--- config.mk ---
export PLATFORM = sky130hd
export DESIGN_NAME = uart_receiver
export DESIGN_NICKNAME = d
export VERILOG_FILES = /design/src/rtl/uart_receiver_pkg.sv /design/src/rtl/uart_rx_sync.sv /design/src/rtl/uart_receiver.sv
export SDC_FILE = /design/constraint.sdc
export NUM_CORES = 1
export LEC_CHECK = 0
export BUFFER_PORTS_ARGS = -buffer_cell sky130_fd_sc_hd__buf_2
export CAP_MARGIN = 20
export CORE_UTILIZATION = 30
export CTS_CLUSTER_SIZE = 12
export DETAILED_ROUTE_END_ITERATION = 8
export GPL_TIMING_DRIVEN = 1
export REMOVE_ABC_BUFFERS = 1
export SLEW_MARGIN = 20
export SYNTH_ARGS = -nofsm -noshare
export SYNTH_HDL_FRONTEND = slang
export SYNTH_SLANG_ARGS = --single-unit
--- constraint.sdc ---
create_clock -name clk -period 1.7 [get_ports clk]
set_input_delay 0.425 -clock clk [delete_from_list [all_inputs] [get_ports clk]]
set_output_delay 0.425 -clock clk [all_outputs]
set_load 0.005 [all_outputs]
--- src/rtl/uart_receiver_pkg.sv ---
// Shared UART definitions (uart_defs) used by the receiver and the transmitter side.
// Frame-state encodings, data width, default bit period and the cycle-counter width.
package uart_receiver_pkg;

    typedef enum logic [1:0] {
        IDLE  = 2'd0,
        START = 2'd1,
        DATA  = 2'd2,
        STOP  = 2'd3
    } uart_state_e;

    localparam int DATA_BITS        = 8;
    localparam int DEFAULT_BPS_PARA = 1250;
    localparam int CNT_W            = 13;

    // Two-of-three vote used to filter single-cycle line glitches at a sample point.
    function automatic logic majority3(input logic [2:0] v);
        return (v[0] & v[1]) | (v[0] & v[2]) | (v[1] & v[2]);
    endfunction

endpackage

--- src/rtl/uart_rx_sync.sv ---
// Two-flop synchronizer and falling-edge detector for the UART RX line.
// With UART_RX_MAJORITY_EN defined, also keeps a 3-sample history and provides its majority vote.
module uart_rx_sync
    import uart_receiver_pkg::*;
(
    input  logic clk,
    input  logic rst_n,
    input  logic rx,
    output logic rx_s2,
`ifdef UART_RX_MAJORITY_EN
    output logic rx_maj,
`endif
    output logic start_edge
);

    logic rx_s1;
    logic rx_s2_q;
    logic rx_s3;

    // Flops reset to the idle line level so reset itself never looks like a start edge.
    always_ff @(posedge clk or negedge rst_n) begin
        if (!rst_n) begin
            rx_s1   <= 1'b1;
            rx_s2_q <= 1'b1;
            rx_s3   <= 1'b1;
        end else begin
            rx_s1   <= rx;
            rx_s2_q <= rx_s1;
            rx_s3   <= rx_s2_q;
        end
    end

    assign rx_s2      = rx_s2_q;
    assign start_edge = rx_s3 & ~rx_s2_q;

`ifdef UART_RX_MAJORITY_EN
    logic rx_s4;

    always_ff @(posedge clk or negedge rst_n) begin
        if (!rst_n) begin
            rx_s4 <= 1'b1;
        end else begin
            rx_s4 <= rx_s3;
        end
    end

    assign rx_maj = majority3({rx_s4, rx_s3, rx_s2_q});
`endif

endmodule

--- src/rtl/uart_receiver.sv ---
// 8N1 UART receiver: recovers bytes from rx with a one-cycle rx_valid / frame_err strobe.
// Optional UART_RX_MAJORITY_EN selects 2-of-3 majority sampling instead of single-point sampling.
module uart_receiver
    import uart_receiver_pkg::*;
#(
    parameter int BPS_PARA = DEFAULT_BPS_PARA
) (
    input  logic       clk,
    input  logic       rst_n,
    input  logic       rx,
    output logic [7:0] rx_data,
    output logic       rx_valid,
    output logic       frame_err,
    output logic       rx_busy
);

    localparam logic [CNT_W-1:0] HALF     = CNT_W'(BPS_PARA >> 1);
    localparam logic [CNT_W-1:0] LAST     = CNT_W'(BPS_PARA - 1);
    localparam logic [2:0]       LAST_BIT = 3'(DATA_BITS - 1);

    if (BPS_PARA < 8 || BPS_PARA > 8191) begin : g_bad_bps
        $error("uart_receiver: BPS_PARA out of range 8..8191");
    end

    uart_state_e      state;
    uart_state_e      next_state;
    logic [CNT_W-1:0] cycle_cnt;
    logic [2:0]       bit_idx;
    logic [7:0]       shift_reg;
    logic             rx_s2;
    logic             start_edge;
    logic             sample_bit;
    logic             sample_tick;
    logic             shift_en;
    logic             load_data;
    logic             set_err;

`ifdef UART_RX_MAJORITY_EN
    logic rx_maj;

    uart_rx_sync u_sync (
        .clk        (clk),
        .rst_n      (rst_n),
        .rx         (rx),
        .rx_s2      (rx_s2),
        .rx_maj     (rx_maj),
        .start_edge (start_edge)
    );

    assign sample_bit = rx_maj;
`else
    uart_rx_sync u_sync (
        .clk        (clk),
        .rst_n      (rst_n),
        .rx         (rx),
        .rx_s2      (rx_s2),
        .start_edge (start_edge)
    );

    assign sample_bit = rx_s2;
`endif

    always_ff @(posedge clk or negedge rst_n) begin
        if (!rst_n) begin
            state <= IDLE;
        end else begin
            state <= next_state;
        end
    end

    // A start bit that reads high at mid-bit is a glitch and is dropped silently.
    always_comb begin
        next_state = state;
        case (state)
            IDLE: begin
                if (start_edge) begin
                    next_state = START;
                end
            end
            START: begin
                if (cycle_cnt == HALF) begin
                    next_state = sample_bit ? IDLE : DATA;
                end
            end
            DATA: begin
                if (cycle_cnt == LAST && bit_idx == LAST_BIT) begin
                    next_state = STOP;
                end
            end
            STOP: begin
                if (cycle_cnt == LAST) begin
                    next_state = IDLE;
                end
            end
            default: next_state = IDLE;
        endcase
    end

    always_comb begin
        sample_tick = 1'b0;
        shift_en    = 1'b0;
        load_data   = 1'b0;
        set_err     = 1'b0;
        case (state)
            START: sample_tick = (cycle_cnt == HALF);
            DATA: begin
                sample_tick = (cycle_cnt == LAST);
                shift_en    = (cycle_cnt == LAST);
            end
            STOP: begin
                sample_tick = (cycle_cnt == LAST);
                load_data   = (cycle_cnt == LAST) &&  sample_bit;
                set_err     = (cycle_cnt == LAST) && !sample_bit;
            end
            default: ;
        endcase
    end

    // Counter restarts on every state entry and every sample so each bit period is measured afresh.
    always_ff @(posedge clk or negedge rst_n) begin
        if (!rst_n) begin
            cycle_cnt <= '0;
            bit_idx   <= '0;
            shift_reg <= '0;
        end else begin
            if (state == IDLE || sample_tick || next_state != state) begin
                cycle_cnt <= '0;
            end else begin
                cycle_cnt <= cycle_cnt + 1'b1;
            end

            if (state != DATA) begin
                bit_idx <= '0;
            end else if (shift_en) begin
                bit_idx <= bit_idx + 1'b1;
            end

            if (shift_en) begin
                shift_reg[bit_idx] <= sample_bit;
            end
        end
    end

    always_ff @(posedge clk or negedge rst_n) begin
        if (!rst_n) begin
            rx_data   <= 8'h00;
            rx_valid  <= 1'b0;
            frame_err <= 1'b0;
        end else begin
            rx_valid  <= load_data;
            frame_err <= set_err;
            if (load_data) begin
                rx_data <= shift_reg;
            end
        end
    end

    assign rx_busy = (state != IDLE);

endmodule

Word level (Yosys, flattened, before mapping)
Cells that the tools add are included.
Widths: inputs -> output; s select.

operators by class
  add/subtract/negate cells = 2
  $lt $le $gt $ge = 2
  equality and inequality tests = 8
  mux-type cells = 16
  bitwise gates (word level) = 2
  reductions and logical operators = 11

operator list
  operator               number
  $add 13x1->13 const B  1
  $eq 13x10->1 const B   1
  $eq 13x11->1 const B   1
  $mux 13                1
  $mux 2                 5
  $bwmux 8               1
  $pmux 2 s4             1
  $mux 3                 2
  $eq 2x2->1 const B     2
  $logic_and 1x1->1      4
  $lt 3x4->1 const B     1
  $mux 1                 4
  $reduce_bool 2->1      2
  $add 3x1->3 const B    1
  $demux 1 s3            1
  $eq 3x3->1 const B     1
  $ge 3x1->1 const B     1
  $eq 2x1->1 const B     1
  $logic_not 2->1        1
  $logic_or 1x1->1       2
  $ne 2x2->1             1
  $ne 2x2->1 const B     1
  $pmux 1 s2             1
  $reduce_or 2->1        1
  3 further kinds        3

word-level totals
  register bits after elaboration = 39
  input port bits = 3
  output and inout bits = 11

Longest topological paths before layout
Gate-level depths: netlist of run 1.

  depth in word-level cells = 7
  mapped depth = 7
  depth with buffers taken out = 6

Modules after synthesis
A second synthesis of run 1 with hierarchy kept.

unflattened totals
  cell total of the unflattened synthesis = 154
  area total of the unflattened synthesis = 1831.8 µm²

by module, submodules not included
  module         instances  cells an instance  area an instance (µm²)  sequential area each (µm²)
  uart_receiver  1          150                1739.2                  900.9
  uart_rx_sync   1          4                  92.6                    78.8

Least setup slack after synthesis of run 1
No wires, ideal clock.

  kind = register to register
  start = register cycle_cnt[1]
  end = register shift_reg[1]
  data arrival time = 1.681 ns
  required time = 1.572 ns
  slack = -0.109 ns
  cell stages (with the launch flop) = 8
  buffers on the path = 1
  path through = dfrtp_1 inv_1 ha_1 nor4b_4 and4_1 buf_4 and4_1 mux2_1

between the ends
  word-level cells in the longest chain between the ends = 2

RTL lines
  what                             RTL line              text
  from (decl)                      uart_receiver.sv:27   logic [CNT_W-1:0] cycle_cnt;
  from (signal assigned)           uart_receiver.sv:129  cycle_cnt <= cycle_cnt + 1'b1;
  $eq 13x11->1                     uart_receiver.sv:108  shift_en = (cycle_cnt == LAST);
  $mux 1                           uart_receiver.sv:104  case (state)
  to (signal, indexed assignment)  uart_receiver.sv:139  shift_reg[bit_idx] <= sample_bit;
  to (decl)                        uart_receiver.sv:29   logic [7:0] shift_reg;

No other way between the ends.
A chain may end at the register's enable or synchronous reset.

Final worst setup path of run 1
  start = register cycle_cnt[1]
  end = register rx_data[7]

between the ends
  word-level cells in the longest chain between the ends = 3

RTL lines
  what                  RTL line              text
  $eq 13x11->1          uart_receiver.sv:112  load_data = (cycle_cnt == LAST) && sample_bit;
  $logic_and 1x1->1     uart_receiver.sv:112
  $mux 1                uart_receiver.sv:104
  net load_data         uart_receiver.sv:35   logic load_data;
  to (signal assigned)  uart_receiver.sv:153  rx_data <= shift_reg;
  to (decl)             uart_receiver.sv:11   output logic [7:0] rx_data,

The timed path passes the listed nets, and every way through them passes these cells.

==> metrics.md, run 1 <==
| Metric | Value |
|---|---|
| Initial antenna violation count | `0` |
| Commonest non-fill, non-tap cell in the layout | `dfrtp_1` |
| Worst Path Arrival | `2.05 ns` |
| Crit path launch type | `flop` |
| Failing checks | `setup timing` |
| First-pass GRT wire length | `6110 um` |
| Syn avg cell area | `11.6 um2` |
| Total number of vias | `1241` |
| Vias per cell | `4.67` |
| Setup-failing EPs final | `31` |
| Final Cycle Share | `111%` |
| Area Growth Syn to Fin | `31.5%` |
| Yosys top cell area share | `50.7%` |
| I/O Pins | `14` |
| Core area | `5610 um2` |
| #FFs+latches synth | `39` |
| Final #Nets | `200` |
| Avg WL per Cell | `13.0 um` |
| Ys Warns | `0` |
| Post-Synth Adder-Cell Area | `2.81%` |
| WHS | `0.0679 ns` |
| Worst path bufs/invs | `2` |
| Vias in the first global route | `1292` |
| Main combinational cell family by area after synthesis | `simple AND/OR/NAND/NOR gates` |
| Critical Path, Cell by Cell | `inv_1 > ha_1 > nor4b_4 > nand4_4 > nor2_4 > buf_6 > mux2_2` |
| Setup Crit Path Kind | `reg2reg` |
| Unique masters post-synth | `35` |
| Final ANT Viol Nets | `0` |
| Synth Area in Simple Gates | `20.5%` |
| CTS H-tree depth | `2` |
| DRC violations left | `0` |
| Detailed-router iteration count before antenna repair | `4` |
| Status | `finished, violations left` |
| Peak supply drop | `0.000338 V` |
| Number of flip-flops under the largest register name | `13` |
| Endpoint class of the critical path | `flop` |
| Synth Area in Compound Gates | `2.96%` |
| Min Tclk post-route | `1.88 ns` |
| Post-Synth XOR/XNOR Area | `5.91%` |
| Asr flop ratio synth | `100%` |
| Cell Area, Synth | `1780 um2` |
| Largest net degree at the start of global routing | `23` |
| Clk_lat worst skew | `0.29 ns` |
| Worst endpoint required time | `1.88 ns` |
| EDFF count, synth | `0` |
| Seq pwr share | `42.7%` |
| CTS max path bufs | `2` |
| Switching Fraction | `24.5%` |
| Pwr/cell area | `1030 nW/um2` |
| Crit path launch | `cycle_cnt[1]` |
| Clock net sink count | `39` |
| Sw Pwr | `590 uW` |
| Worst-margin pin slew | `0.437 ns` |
| Register area share after synthesis | `55.1%` |
| Critical path's largest stage delay | `0.39 ns` |
| DR iter-0 viols | `63` |
| CTS Root Cell | `clkbuf_8` |
| Share of cells above drive strength 1 | `40.2%` |
| DRT Wirelength | `3470 um` |
| Max-slew headroom | `70.8%` |
| Crit-path max FO | `6` |
| Chip Width | `79.0 um` |
| CTS tree | `yes` |
| Mux cell area share after synthesis | `10.1%` |
| Total negative slack | `-3.45 ns` |
| Hpwl dp | `2310 um` |
| Final worst slack | `-0.179 ns` |
| Most frequent cells in the layout | `36 x dfrtp_1, 20 x nor2_1, 19 x buf_4` |
| Die H | `79.0 um` |
| Total CTS buffers | `5` |
| Gr usage total | `12.5%` |
| Initial Utilization | `31.7%` |
| Final instance area | `2340 um2` |
| Hold Fails Final Rpt | `0` |
| Clock power share | `38.2%` |
| Syn Inst Count | `153` |
| Post-DP Area | `2090 um2` |
| Top cells by area, synth | `dfrtp_1 51%, mux2_2 8.2%, xnor2_1 5.4%` |
| Std cell rows | `27` |
| Pleak | `0.00107 uW` |
| CP max stage cell | `dfrtp_1` |
| Pint | `1820 uW` |
| Ys flop type | `dfrtp_1` |
| Area leader, netlist | `dfrtp_1` |
| Total die area | `6240 um2` |
| Combinational share of power | `19.1%` |
| RSZ-0062 raised after global routing | `yes` |
| Max-cap check violation count | `0` |
| Final worst clock skew | `0.00477 ns` |
| Gr ovfl total | `0` |
| Maximum clock frequency | `0.532 GHz` |
| GPL Wtd Cong | `0.728` |
| Clk pin slew, worst setup/hold paths | `0.08 ns` |
| N_diodes | `0` |
| FF-to-FF Start | `cycle_cnt[1]` |
| Number of buffers added on ports | `13` |
| Worst min-delay path class | `in2async` |
| CP delay by family, top | `simple AND/OR/NAND/NOR gates` |
| Pins Over Slew Limit | `0` |
| Hold Buf Count CTS | `0` |
timing repair:
action                                  4_1_cts  5_1_grt
endpoints found under the hold margin         0        0
pin swaps                                     4        4
setup buffers                                 3        1
endpoints found under the setup margin       30       35
gates resized for setup                       7       11
path summary, 6_finish.rpt:
check	end	slack [ns]	cells past startpoint
setup / recovery	rx_data[7]	-0.18	7
max in group asynchronous	u_sync.rx_s1	1.08	2
setup reg to reg	rx_data[7]	-0.18	7
min in group clk	u_sync.rx_s1	0.23	1
hold / removal	cycle_cnt[5]	0.07	1
hold reg to reg	u_sync.rx_s2	0.36	0
metrics by stage:
step	total power (uW)	setup WS (ns)	utilization [%]	std cells
5_1_grt	2540	-0.258	41.7	266
3_5_place_dp	1470	-0.144	37.3	254
4_1_cts	2420	-0.106	40.8	265
6_report	2410	-0.179	41.7	266
3_3_place_gp	1460	-0.125	37.3	254
2_1_floorplan	1270	-0.156	-	148
metal layers:
metal | wire length (um) | GRT usage, %
met4 | 27 | 5.45
met1 | 1720 | 18.0
met5 | 0 | 0
met2 | 1620 | 18.6
met3 | 102 | 1.95
kinds of logic after synthesis:
| family | count (synthesis) |
|---|---|
| flops | 39 |
| buf+inv | 11 |
| fa+ha+maj | 4 |
| compound gates | 7 |
| mux | 16 |
| xor+xnor | 12 |
| simple gates | 64 |
power by group through the flow:
stage	Sequential [uW]	Combinational, uW	Clock, uW
2_1_floorplan	1070	196	0
3_3_place_gp	1050	415	0
3_5_place_dp	1050	425	0
4_1_cts	1030	445	948
5_1_grt	1040	522	981
6_report	1030	460	921
worst reg2reg max path, stage by stage (launching register included):
cell	delay (ns)
dfrtp_1	0.39
inv_1	0.06
ha_1	0.13
nor4b_4	0.29
nand4_4	0.24
nor2_4	0.19
buf_6	0.14
mux2_2	0.33
layout make-up:
type,instances,area (um2)
clock inverters,3,67.6
inverters,6,22.5
repair buffers,38,293
multi-input cells,103,816
well taps,72,90.1
fillers,559,3270
flip-flops and latches,39,980
clock buffers,5,68.8
cells in the mapped netlist (2+ instances only):
cell      number
a21oi_1        2
and4_1         2
clkbuf_1       3
dfrtp_1       36
dfstp_2        3
ha_1           4
inv_1          6
mux2_1         3
mux2_2        13
nand2_1        8
nand3_1        8
nand4_1        4
nor2_1        20
nor3_1         7
nor4_1         4
xnor2_1       11
Note: power is estimated with default switching activity, not from simulation.
==> inputs of run 2 (changes only) <==
--- a/config.mk
+++ b/config.mk
@@ -11,6 +11,7 @@
 export CTS_CLUSTER_SIZE = 12
 export DETAILED_ROUTE_END_ITERATION = 8
 export GPL_TIMING_DRIVEN = 1
+export RECOVER_POWER = 50
 export REMOVE_ABC_BUFFERS = 1
 export SLEW_MARGIN = 20
 export SYNTH_ARGS = -nofsm -noshare
==> run 2 against run 1 <==
The run still ends with setup timing left. Critical path type unchanged. Non-clock buffer count unchanged. Routed wire length is essentially flat. Cell count unchanged. Critical path depth unchanged.
==> metrics.md, run 2 (same netlist as run 1, synthesis figures left out) <==
| Metric | Value |
|---|---|
| CTS Root Cell | `clkbuf_8 (unchanged)` |
| CTS tree | `yes (unchanged)` |
| Largest net degree at the start of global routing | `23 (unchanged)` |
| Area Growth Syn to Fin | `30.5% (was 31.5%)` |
| Crit path launch type | `flop (unchanged)` |
| Hpwl dp | `2310 um (unchanged)` |
| Hold Buf Count CTS | `0 (unchanged)` |
| Final worst slack | `-0.178 ns (was -0.179 ns)` |
| RSZ-0062 raised after global routing | `yes (unchanged)` |
| Min Tclk post-route | `1.88 ns (about the same)` |
| Chip Width | `79.0 um (unchanged)` |
| CTS H-tree depth | `2 (unchanged)` |
| Commonest non-fill, non-tap cell in the layout | `dfrtp_1 (unchanged)` |
| Std cell rows | `27 (unchanged)` |
| Avg WL per Cell | `13.0 um (about the same)` |
| Worst min-delay path class | `in2reg (was in2async)` |
| N_diodes | `0 (unchanged)` |
| Setup-failing EPs final | `30 (was 31)` |
| Share of cells above drive strength 1 | `39.7% (was 40.2%)` |
| Final ANT Viol Nets | `0 (unchanged)` |
| I/O Pins | `14 (unchanged)` |
| Peak supply drop | `0.000338 V (about the same)` |
| GPL Wtd Cong | `0.728 (unchanged)` |
| Final worst clock skew | `0.00477 ns (unchanged)` |
| Detailed-router iteration count before antenna repair | `4 (unchanged)` |
| Fin util | `41.4% (was 41.7%)` |
| Worst Path Arrival | `2.05 ns (about the same)` |
| Max-slew headroom | `35.8% (was 70.8%)` |
| Total number of vias | `1242 (was 1241)` |
| Final instance area | `2320 um2 (was 2340 um2)` |
| Gr ovfl total | `0 (unchanged)` |
| Total die area | `6240 um2 (unchanged)` |
| WHS | `0.232 ns (was 0.0679 ns)` |
| Pins Over Slew Limit | `0 (unchanged)` |
| Die H | `79.0 um (unchanged)` |
| Initial Utilization | `31.7% (unchanged)` |
| Clk_lat worst skew | `0.29 ns (about the same)` |
| Pleak | `0.00106 uW (was 0.00107 uW)` |
| DRC violations left | `0 (unchanged)` |
| Gr usage total | `12.5% (unchanged)` |
| Clock net sink count | `39 (unchanged)` |
| First-pass GRT wire length | `6110 um (unchanged)` |
| R2r setup slk | `-0.18 ns (about the same)` |
| Worst endpoint required time | `1.88 ns (about the same)` |
| Hold Fails Final Rpt | `0 (unchanged)` |
| Fillers | `561 (was 559)` |
| Failing checks | `setup timing (unchanged)` |
| Status | `finished, violations left (unchanged)` |
| Setup Crit Path Kind | `reg2reg (unchanged)` |
| Crit-path max FO | `6 (unchanged)` |
| DRT Wirelength | `3470 um (about the same)` |
| Number of flip-flops under the largest register name | `13 (unchanged)` |
| Final #Nets | `200 (unchanged)` |
| Endpoint class of the critical path | `flop (unchanged)` |
| Most frequent cells in the layout | `36 x dfrtp_1, 20 x nor2_1, 19 x buf_4 (unchanged)` |
| DR iter-0 viols | `63 (unchanged)` |
| Final Cycle Share | `110% (was 111%)` |
| Initial antenna violation count | `0 (unchanged)` |
| CTS max path bufs | `2 (unchanged)` |
| Max-cap check violation count | `0 (unchanged)` |
| Total power | `2410 uW (about the same)` |
| Maximum clock frequency | `0.532 GHz (about the same)` |
| Post-DP Area | `2090 um2 (unchanged)` |
| Worst-margin pin slew | `0.963 ns (was 0.437 ns)` |
| Pwr/cell area | `1040 nW/um2 (was 1030 nW/um2)` |
| Core area | `5610 um2 (unchanged)` |
| Vias in the first global route | `1292 (unchanged)` |
| Vias per cell | `4.67 (about the same)` |
| Clk pin slew, worst setup/hold paths | `0.08 ns (about the same)` |
| Total CTS buffers | `5 (unchanged)` |
| Number of buffers added on ports | `13 (unchanged)` |
## run 2: timing repair
action	CTS	global route
setup endpoints to repair	30	35
setup buffers	3	1
cloned	0	0
gates resized for setup	7	11
pin swaps	4	4
## run 2: cell type report
cell class	count	area (um2)	share of cell area, %
Clock buffer	5	68.8	2.96
Clock inverter	3	67.6	2.91
Inverter	6	22.5	0.970
Multi-Input combinational cell	103	816	35.1
Sequential cell	39	980	42.2
Tap cell	72	90.1	3.88
Timing Repair Buffer	38	277	11.9
## run 2: metrics by stage
stage	cells	setup TNS, ns	setup slack (ns)
2_1_floorplan	148	-0.785	-0.156
4_1_cts	265	-2.57	-0.106
6_report	266	-3.44	-0.178
5_1_grt	266	-6.49	-0.258
3_5_place_dp	254	-2.18	-0.144
3_3_place_gp	254	-1.29	-0.125
## run 2: final timing paths
check                                     to          from  cells after the start
worst min register to register  u_sync.rx_s2  u_sync.rx_s1                      0
worst min-delay path            u_sync.rx_s1            rx                      1
worst max-delay path              rx_data[7]  cycle_cnt[1]                      7
min in group asynchronous         bit_idx[2]         rst_n                      1
worst max register to register    rx_data[7]  cycle_cnt[1]                      7
max in group asynchronous       u_sync.rx_s1         rst_n                      2
## run 2: power breakdown
group	internal, uW	leakage, uW	total [uW]	switching (uW)
Sequential	994	0.000524	1030	36.5
Combinational	238	0.000473	455	217
Clock	585	0.0000644	920	335
Total	1820	0.00106	2410	589
## run 2: per-layer routing
metal,global-route usage [%],part of all wire [%],vias to the layer above
met5,0,0,-
met4,5.45,0.78,0
met3,1.95,2.9,2
met2,18.6,47,18
met1,18.0,49,613
li1,-,-,609
## run 2: worst max-delay path, stage by stage (launching register included)
cell and delay [ns]:
dfrtp_1 0.39, inv_1 0.06, ha_1 0.13, nor4b_4 0.29, nand4_4 0.24, nor2_4 0.19, buf_6 0.14, mux2_2 0.33
